--- src/rtl/trunc_pos_agc_if.sv ---
// Sample/control bundle between the truncation-position controller and its source/sink.
interface trunc_pos_agc_if #(
   parameter int DATA_I_WIDTH = 30,
   parameter int POS_WIDTH    = $clog2(DATA_I_WIDTH)
);
   logic signed [DATA_I_WIDTH-1:0] data_in;
   logic                           data_in_valid;
   logic                           enable;
   logic        [POS_WIDTH-1:0]    init_pos;
   logic        [POS_WIDTH-1:0]    trunc_pos;
   logic                           pos_update;
   logic                           clip;
   logic                           locked;

   modport master (
      output data_in, data_in_valid, enable, init_pos,
      input  trunc_pos, pos_update, clip, locked
   );

   modport slave (
      input  data_in, data_in_valid, enable, init_pos,
      output trunc_pos, pos_update, clip, locked
   );
endinterface

--- src/rtl/trunc_pos_agc.sv ---
// Windowed peak-magnitude tracker that nudges the truncator's MSB position one bit per window
// toward the tightest position that avoids clipping, with lock detection and per-sample clip flag.
module trunc_pos_agc #(
   parameter int DATA_I_WIDTH = 30,
   parameter int DATA_O_WIDTH = 12,
   parameter int POS_WIDTH    = $clog2(DATA_I_WIDTH),
   parameter int WIN_LEN      = 1024,
   parameter int HYST         = 0,
   parameter int LOCK_WINS    = 4
) (
   input logic            clk,
   input logic            rst,
   trunc_pos_agc_if.slave bus
);
   localparam int POS_MIN = DATA_O_WIDTH - 1;
   localparam int POS_MAX = DATA_I_WIDTH - 1;
   localparam int CW      = $clog2(WIN_LEN + 1);
   localparam int SW      = $clog2(LOCK_WINS + 1);

   typedef enum logic [1:0] {IDLE, MEASURE, UPDATE} state_t;

   state_t                  state;
   logic [POS_WIDTH-1:0]    pos;
   logic                    pos_update;
   logic                    clip;
   logic                    locked;
   logic [CW-1:0]           win_cnt;
   logic [DATA_I_WIDTH-1:0] peak;
   logic [SW-1:0]           stable_cnt;

   logic [DATA_I_WIDTH-1:0] mag;
   logic [POS_WIDTH-1:0]    p_in;
   logic [POS_WIDTH-1:0]    p_peak;
   logic [POS_WIDTH-1:0]    init_clamped;
   logic [POS_WIDTH-1:0]    pos_nxt;
   logic                    step_up;
   logic                    step_dn;
   int                      tgt;

   function automatic logic [POS_WIDTH-1:0] msb_idx(input logic [DATA_I_WIDTH-1:0] v);
      msb_idx = '0;
      for (int i = 0; i < DATA_I_WIDTH; i++)
         if (v[i]) msb_idx = POS_WIDTH'(i);
   endfunction

   function automatic logic [POS_WIDTH-1:0] clamp(input int v);
      if (v < POS_MIN)      clamp = POS_WIDTH'(POS_MIN);
      else if (v > POS_MAX) clamp = POS_WIDTH'(POS_MAX);
      else                  clamp = POS_WIDTH'(v);
   endfunction

   // One's-complement magnitude: -2^(N-1) maps to 2^(N-1)-1, so it never overflows.
   assign mag          = bus.data_in[DATA_I_WIDTH-1] ? ~bus.data_in : bus.data_in;
   assign p_in         = msb_idx(mag);
   assign p_peak       = msb_idx(peak);
   assign init_clamped = clamp(int'(bus.init_pos));

   always_comb begin
      tgt     = int'(clamp(int'(p_peak) + 1));
      step_up = tgt > int'(pos);
      step_dn = !step_up && (tgt + HYST < int'(pos));
      pos_nxt = pos;
      if (step_up)      pos_nxt = pos + 1'b1;
      else if (step_dn) pos_nxt = pos - 1'b1;
   end

   always_ff @(posedge clk or posedge rst) begin
      if (rst) begin
         state      <= IDLE;
         pos        <= POS_WIDTH'(POS_MAX);
         pos_update <= 1'b0;
         clip       <= 1'b0;
         locked     <= 1'b0;
         win_cnt    <= '0;
         peak       <= '0;
         stable_cnt <= '0;
      end else begin
         clip       <= bus.data_in_valid && (p_in >= pos);
         pos_update <= 1'b0;
         if (!bus.enable) begin
            // Partial window is dropped; position is held for the truncator.
            state      <= IDLE;
            win_cnt    <= '0;
            peak       <= '0;
            stable_cnt <= '0;
            locked     <= 1'b0;
         end else begin
            case (state)
               IDLE: begin
                  state      <= MEASURE;
                  pos        <= init_clamped;
                  pos_update <= (init_clamped != pos);
                  win_cnt    <= '0;
                  peak       <= '0;
                  stable_cnt <= '0;
                  locked     <= 1'b0;
               end
               MEASURE: begin
                  if (bus.data_in_valid) begin
                     if (mag > peak) peak <= mag;
                     win_cnt <= win_cnt + 1'b1;
                     if (win_cnt == CW'(WIN_LEN - 1)) state <= UPDATE;
                  end
               end
               UPDATE: begin
                  state   <= MEASURE;
                  // A sample arriving now opens the next window.
                  peak    <= bus.data_in_valid ? mag : '0;
                  win_cnt <= bus.data_in_valid ? CW'(1) : '0;
                  if (step_up || step_dn) begin
                     pos        <= pos_nxt;
                     pos_update <= 1'b1;
                     stable_cnt <= '0;
                     locked     <= 1'b0;
                  end else begin
                     if (stable_cnt != SW'(LOCK_WINS)) stable_cnt <= stable_cnt + 1'b1;
                     locked <= (int'(stable_cnt) + 1 >= LOCK_WINS);
                  end
               end
               default: state <= IDLE;
            endcase
         end
      end
   end

   assign bus.trunc_pos  = pos;
   assign bus.pos_update = pos_update;
   assign bus.clip       = clip;
   assign bus.locked     = locked;
endmodule

--- src/flat_wrapper.sv ---
// flat-port wrapper written by rule: the top's interface ports become plain ports
module trunc_pos_agc_flat 
#(
   parameter int DATA_I_WIDTH = 30,
   parameter int DATA_O_WIDTH = 12,
   parameter int POS_WIDTH    = $clog2(DATA_I_WIDTH),
   parameter int WIN_LEN      = 1024,
   parameter int HYST         = 0,
   parameter int LOCK_WINS    = 4
)
  (clk, rst, bus_data_in, bus_data_in_valid, bus_enable, bus_init_pos, bus_trunc_pos, bus_pos_update, bus_clip, bus_locked);
  trunc_pos_agc_if #(.DATA_I_WIDTH(DATA_I_WIDTH), .POS_WIDTH(POS_WIDTH)) bus_i ();
  input logic clk;
  input logic rst;
  input wire logic [$bits(bus_i.data_in)-1:0] bus_data_in;
  input wire logic [$bits(bus_i.data_in_valid)-1:0] bus_data_in_valid;
  input wire logic [$bits(bus_i.enable)-1:0] bus_enable;
  input wire logic [$bits(bus_i.init_pos)-1:0] bus_init_pos;
  output wire logic [$bits(bus_i.trunc_pos)-1:0] bus_trunc_pos;
  output wire logic [$bits(bus_i.pos_update)-1:0] bus_pos_update;
  output wire logic [$bits(bus_i.clip)-1:0] bus_clip;
  output wire logic [$bits(bus_i.locked)-1:0] bus_locked;
  assign bus_i.data_in = bus_data_in;
  assign bus_i.data_in_valid = bus_data_in_valid;
  assign bus_i.enable = bus_enable;
  assign bus_i.init_pos = bus_init_pos;
  assign bus_trunc_pos = bus_i.trunc_pos;
  assign bus_pos_update = bus_i.pos_update;
  assign bus_clip = bus_i.clip;
  assign bus_locked = bus_i.locked;
  trunc_pos_agc #(.DATA_I_WIDTH(DATA_I_WIDTH), .DATA_O_WIDTH(DATA_O_WIDTH), .POS_WIDTH(POS_WIDTH), .WIN_LEN(WIN_LEN), .HYST(HYST), .LOCK_WINS(LOCK_WINS)) u_core (.clk(clk), .rst(rst), .bus(bus_i));
endmodule
--- config.mk ---
export PLATFORM = sky130hd
export DESIGN_NAME = trunc_pos_agc_flat
export DESIGN_NICKNAME = d
export VERILOG_FILES = /design/src/rtl/trunc_pos_agc_if.sv /design/src/rtl/trunc_pos_agc.sv /design/src/flat_wrapper.sv
export SDC_FILE = /design/constraint.sdc
export NUM_CORES = 1
export LEC_CHECK = 0
export CAP_MARGIN = 20
export CORE_UTILIZATION = 50
export CTS_CLUSTER_DIAMETER = 50
export DETAILED_ROUTE_END_ITERATION = 8
export PLACE_DENSITY = 0.83
export SYNTH_ARGS = -nofsm -noshare
export SYNTH_HDL_FRONTEND = slang
export SYNTH_SLANG_ARGS = --single-unit
--- constraint.sdc ---
create_clock -name clk -period 7.5 [get_ports clk]
set_clock_uncertainty 0.15 [all_clocks]
set_input_delay 1.5 -clock clk [delete_from_list [all_inputs] [get_ports clk]]
set_output_delay 1.5 -clock clk [all_outputs]
set_load 0.005 [all_outputs]
* Word-level counts from Yosys, hierarchy flattened
Index checks and enable logic that the tools add are counted.
W data, S select, Z words.
** Word-level totals
- Register bits :: 54
- Input port bits :: 39
- Word-level logic and storage cells :: 139
- Output and inout bits :: 8
** Operators by class
- Muxes and demuxes :: 90
- Order comparisons :: 9
- Reduce and logical (&&, ||, !) cells :: 12
- Eq/ne operators :: 13
- Bitwise logic cells :: 1
- Add/sub/neg operators :: 6
** Operators with widths (number)
- $mux W5 :: 35
- $mux W30 :: 5
- $pmux W30 S3 :: 1
- $mux W4 :: 16
- $mux W3 :: 11
- $pmux W11 S3 :: 1
- $ge A32 B4 Y1 const B :: 1
- $gt A32 B6 Y1 const B :: 1
- $lt A32 B5 Y1 const B :: 1
- $gt A30 B30 Y1 :: 1
- $not A30 Y30 :: 1
- $mux W11 :: 2
- $mux W2 :: 7
- $add A11 B1 Y11 const B :: 1
- $eq A11 B10 Y1 const B :: 1
- $pmux W5 S2 :: 1
- $mux W1 :: 7
- $add A5 B1 Y6 const B :: 1
- $ne A3 B1 Y1 const B :: 2
- $ne A3 B2 Y1 const B :: 2
- $ne A3 B3 Y1 const B :: 2
- $pmux W3 S2 :: 1
- $reduce_and A2 Y1 :: 3
- $add A5 B1 Y5 const B :: 1
- other kinds (24) :: 26

* Depth between registers and ports, before layout
- Depth in word-level cells :: 40
- Depth in mapped cells :: 25
- Mapped depth without buffers :: 25

* Worst setup path before layout
Ideal clock, no wire load.
- Path kind :: reg2reg
- From :: register u_core.peak[13]
- To :: register u_core.pos[4], in the netlist u_core.bus.trunc_pos[4]
- Buffers on the path :: 0
- Setup slack :: 2.947 ns
- Stages on the path, launching flop included :: 23
- Arrival time :: 4.302 ns
- Library setup time :: 0.102 ns
- Data required time :: 7.248 ns
- Path through :: dfrtp_1 -> nor3b_1 -> a2111oi_0 -> nor4b_1 -> or3_1 -> inv_1 -> ha_1 -> nor4_1 -> a21oi_1 -> or2_1 -> ha_1 -> nor2b_1 -> o21a_1 -> o21ai_0 -> a21oi_1 -> inv_1 -> ha_1 -> a21o_1 -> a21oi_1 -> xnor2_1 -> nand2_1 -> a21oi_1 -> a21oi_1
** On the way
- Word-level cells in the longest chain between the ends :: 27
- Elaborated cells on any way between the ends :: 33
- Those cells by class :: add/sub (1); order compare (4); eq/ne (2); mux (22); reduce/logical (4)
** RTL lines
- start: declaration :: line trunc_pos_agc.sv:28 : logic [DATA_I_WIDTH-1:0] peak;
- start signal: assignment :: line trunc_pos_agc.sv:100 : if (mag > peak) peak <= mag;
- start signal: assignment :: line trunc_pos_agc.sv:108 : peak <= bus.data_in_valid ? mag : '0;
- $mux W4 * (3 in series) :: line trunc_pos_agc.sv:43 : if (v[i]) msb_idx = POS_WIDTH'(i);
- $mux W5 * (14 in series) :: line trunc_pos_agc.sv:43
- $add A5 B1 Y6 * :: line trunc_pos_agc.sv:59 : tgt = int'(clamp(int'(p_peak) + 1));
- $gt A32 B6 Y1 :: line trunc_pos_agc.sv:48 : else if (v > POS_MAX) clamp = POS_WIDTH'(POS_MAX);
- $mux W5 :: line trunc_pos_agc.sv:48
- $mux W5 * :: line trunc_pos_agc.sv:47 : if (v < POS_MIN) clamp = POS_WIDTH'(POS_MIN);
- $gt A5 B5 Y1 :: line trunc_pos_agc.sv:60 : step_up = tgt > int'(pos);
- $logic_not A1 Y1 :: line trunc_pos_agc.sv:61 : step_dn = !step_up && (tgt + HYST < int'(pos));
- $logic_and A1 B1 Y1 :: line trunc_pos_agc.sv:61
- $logic_or A1 B1 Y1 :: line trunc_pos_agc.sv:110 : if (step_up || step_dn) begin
- $ne A2 B1 Y1 (no line)
- $reduce_and A4 Y1 (no line)
- end signal: assignment :: line trunc_pos_agc.sv:70 : pos <= POS_WIDTH'(POS_MAX);
- end signal: assignment :: line trunc_pos_agc.sv:91 : pos <= init_clamped;
- end signal: assignment :: line trunc_pos_agc.sv:111 : pos <= pos_nxt;
- end: declaration :: line trunc_pos_agc.sv:23 : logic [POS_WIDTH-1:0] pos;
Mark *: on every way between the ends. The rest lies on a longest branch, timed or not. The select of a mux whose other input is x is not followed.
A chain may end at the register's enable or synchronous reset.

* Worst setup path in the final report
Same ends and word-level chain as after synthesis.

==> Flow_metrics.wiki <==
{| class="wikitable"
! Metric !! Value
|-
| Result of the run || complete, no violations
|-
| CTS clk-pin slew, worst paths || 0.10 ns
|-
| Synth Cell Area || 0.004667 mm^2
|-
| Wire length of the first global-routing pass || 19.67 mm
|-
| Pwr Density || 154.4 mW/mm^2
|-
| Initial Utilization || 0.5249
|-
| Share of the synthesized area in the top cell type || 0.2627
|-
| Proportion of layout cells with a drive suffix above 1 || 0.04560
|-
| Diode count || 0
|-
| Final-report hold violation count || 0
|-
| TritonRoute pass-1 iters || 5
|-
| Overall Power || 0.8165 mW
|-
| Number of buffers inserted by port buffering || 46
|-
| Placeable Area || 0.008891 mm^2
|-
| Post-Route Utilization || 0.5948
|-
| Count of non-filler cells in the finished layout || 722
|-
| Area after detailed placement || 0.005184 mm^2
|-
| Critical-path maximum fanout || 4
|-
| Std-Cell Rows || 34
|-
| Critical path start-end classification || flip-flop to flip-flop
|-
| DPL Wire Length || 9.122 mm
|-
| Top library cells by usage in the layout, fill and taps aside || 63 x sky130_fd_sc_hd__nand2_1, 62 x sky130_fd_sc_hd__inv_1, 53 x sky130_fd_sc_hd__ha_1, 49 x sky130_fd_sc_hd__dfrtp_1
|-
| Die H || 98.61 um
|-
| Share of synthesized registers carrying an async set or reset || 1.000
|-
| Global route overflow || 0
|-
| Count of max-cap constraint violations || 0
|-
| Min Clock Period, post-route || 5.480 ns
|-
| CTS tree || done
|-
| Most common library cell in the layout ignoring fill and taps || sky130_fd_sc_hd__nand2_1
|-
| Final Cycle Share || 0.7306
|-
| Slew of the pin with the lowest slew margin || 0.8611 ns
|-
| Mapped Cells || 573
|-
| Wirelength per Cell || 16.13 um
|-
| Placed Instances || 713
|-
| Max Slew Vio Count || 0
|-
| Bufs on Longest Clock Path || 2
|-
| Main area contributors after synthesis || sky130_fd_sc_hd__dfrtp_1 26%, sky130_fd_sc_hd__ha_1 14%, sky130_fd_sc_hd__inv_1 5.1%
|-
| Number of antenna violations at the first check in global routing || 0
|-
| I/O pin cnt || 47
|-
| Kind of end point of the critical path || flip-flop
|-
| Post-Synthesis Mean Instance Area || 8.145 um^2
|-
| Total number of yosys warnings || 0
|-
| Drt first-iter violations || 268
|-
| Share of the yosys chip area belonging to registers || 0.2853
|-
| Total of flip-flops plus latches after synthesis || 53
|-
| Area leader, netlist || sky130_fd_sc_hd__dfrtp_1
|-
| Final weighted congestion of routability-driven global placement || 0.9824
|-
| Largest net degree at the start of global routing || 54
|-
| Post_cts resized || 0
|-
| Final wirelength || 11.64 mm
|-
| Number of cells on the worst reg-to-reg path || 22
|-
| Peak ir drop on the vdd network || 0.08349 mV
|-
| Count of antenna-violating nets left after detailed routing || 0
|-
| Total die area || 0.009724 mm^2
|-
| Data arrival time of the worst path || 5.56 ns
|-
| Total clock sinks || 53
|-
| Hold path depth || 2
|-
| Startpoint type of the worst setup path || flip-flop
|-
| Synth-to-layout area growth || 13.32%
|-
| Setup total negative slack || 0 ns
|-
| Post-layout nets || 706
|-
| Count of flip-flops with a built-in enable after synthesis || 0
|-
| RSZ-0062 raised after global routing || no
|-
| H-tree levels || 2
|-
| DRC || 0
|-
| Leakage dissipation || 2.258 nW
|-
| Non-Filler Cell Area, Final || 0.005289 mm^2
|-
| Die W || 98.61 um
|-
| Main flop type after synthesis || sky130_fd_sc_hd__dfrtp_1
|-
| Overall Global Routing Usage || 0.2486
|-
| Final setup violation count || 0
|-
| Post-CTS Hold Fix Bufs || 0
|-
| Number of global-route vias before repair || 4189
|-
| Clk Tree Root Cell || sky130_fd_sc_hd__clkbuf_8
|-
| Required @ worst endpoint || 7.58 ns
|-
| Post-CTS setup buffers || 0
|-
| Insertion delay of the later-clocked pin in the worst-skew pair || 0.31 ns
|-
| Maximum clock rate || 182.5 MHz
|-
| Via density per instance || 6.061
|-
| Headroom to the max-slew limit || 0.4259
|-
| Net Count, Synth || 666
|-
| Type of the tightest min-delay check || flip-flop to flip-flop
|-
| Total vias in the final route || 4376
|-
| Num CTS Buffers || 5
|-
| Count of cell types in the netlist || 66
|}
## report_power, final
| group | total (mW) | switching [mW] | internal [mW] |
|---|---|---|---|
| sequential | 0.311 | 0.0127 | 0.298 |
| combinational | 0.329 | 0.185 | 0.145 |
| clock | 0.176 | 0.101 | 0.0754 |
| total | 0.817 | 0.298 | 0.518 |
## critical path, cell delays in order (launching register included)
cell and delay, ns:
sky130_fd_sc_hd__dfrtp_1 0.43, sky130_fd_sc_hd__nor3b_1 0.15, sky130_fd_sc_hd__a2111oi_0 0.51, sky130_fd_sc_hd__nor4b_1 0.58, sky130_fd_sc_hd__or3_1 0.26, sky130_fd_sc_hd__inv_1 0.06
sky130_fd_sc_hd__ha_1 0.23, sky130_fd_sc_hd__nor4_1 0.40, sky130_fd_sc_hd__a21oi_1 0.11, sky130_fd_sc_hd__or2_1 0.22, sky130_fd_sc_hd__ha_1 0.28, sky130_fd_sc_hd__nor2b_1 0.13
sky130_fd_sc_hd__o21a_1 0.12, sky130_fd_sc_hd__o21ai_0 0.11, sky130_fd_sc_hd__a21oi_1 0.33, sky130_fd_sc_hd__inv_1 0.14, sky130_fd_sc_hd__ha_1 0.34, sky130_fd_sc_hd__a21o_1 0.17
sky130_fd_sc_hd__a21oi_1 0.19, sky130_fd_sc_hd__xnor2_1 0.18, sky130_fd_sc_hd__nand2_1 0.08, sky130_fd_sc_hd__a21oi_1 0.16, sky130_fd_sc_hd__a21oi_1 0.05
## sequential cells by signal (all words and copies together), names as in the netlist
name / cells
u_core.bus.clip: 1
u_core.bus.locked: 1
u_core.bus.pos_update: 1
u_core.bus.trunc_pos: 5
u_core.peak: 29
u_core.stable_cnt: 3
u_core.state: 2
u_core.win_cnt: 11
## layer usage
layer  global-route usage  part of all wire  vias to the layer above
li1                     -                 -                     2100
met1               0.3320              0.43                     2084
met2               0.4101              0.48                      153
met3              0.03901             0.058                       39
met4              0.08840             0.027                        0
met5                    0                 0                        -
## area by class of cell
cell class | count | area [um^2]
fillers | 768 | 3602
well taps | 108 | 135.1
clock inverters | 1 | 7.507
flip-flops and latches | 53 | 1331
multi-input cells | 442 | 3018
repair buffers | 48 | 474.2
clock buffers | 7 | 86.33
inverters | 63 | 236.5
## Yosys cell counts, drive strengths merged (5+ instances only)
library cell,count
xnor2,28
nand2,63
nor3,10
clkbuf,6
and3,7
nand2b,7
nand3,13
a21o,5
a211oi,5
nor4,5
xor2,13
nor2b,7
o31ai,6
nor2,47
ha,53
inv,63
dfrtp,49
buf,9
a21oi,33
nand4,9
a32o,9
o21ai,62
## cell families after synthesis
kind of cell    synth area share
flops                     0.2853
simple gates              0.1997
buf+inv                  0.06890
fa+ha+maj                 0.1464
compound gates            0.2110
xor+xnor                 0.08097
mux                     0.007774
## final timing paths
check | from | to | slack [ns]
worst max-delay path | u_core.peak[13]$_DFFE_PP0P_ | u_core.bus.trunc_pos[4]$_DFFE_PP1P_ | 2.02
worst min-delay path | u_core.win_cnt[1]$_DFFE_PP0P_ | u_core.win_cnt[1]$_DFFE_PP0P_ | 0.36
worst max register to register | u_core.peak[13]$_DFFE_PP0P_ | u_core.bus.trunc_pos[4]$_DFFE_PP1P_ | 2.02
worst min register to register | u_core.win_cnt[1]$_DFFE_PP0P_ | u_core.win_cnt[1]$_DFFE_PP0P_ | 0.36
max in group asynchronous | rst | u_core.peak[13]$_DFFE_PP0P_ | 5.20
min in group asynchronous | rst | u_core.win_cnt[4]$_DFFE_PP0P_ | 1.53
## through the flow
stage | hold WS (ns) | worst slack (ns)
after floorplan | 0.3071 | 2.947
after global placement | 0.3234 | 2.224
after detailed placement | 0.3402 | 2.102
after CTS | 0.3618 | 2.087
after global routing | 0.3997 | 1.635
final | 0.3553 | 2.020
Power figures use the tool's default switching activity.
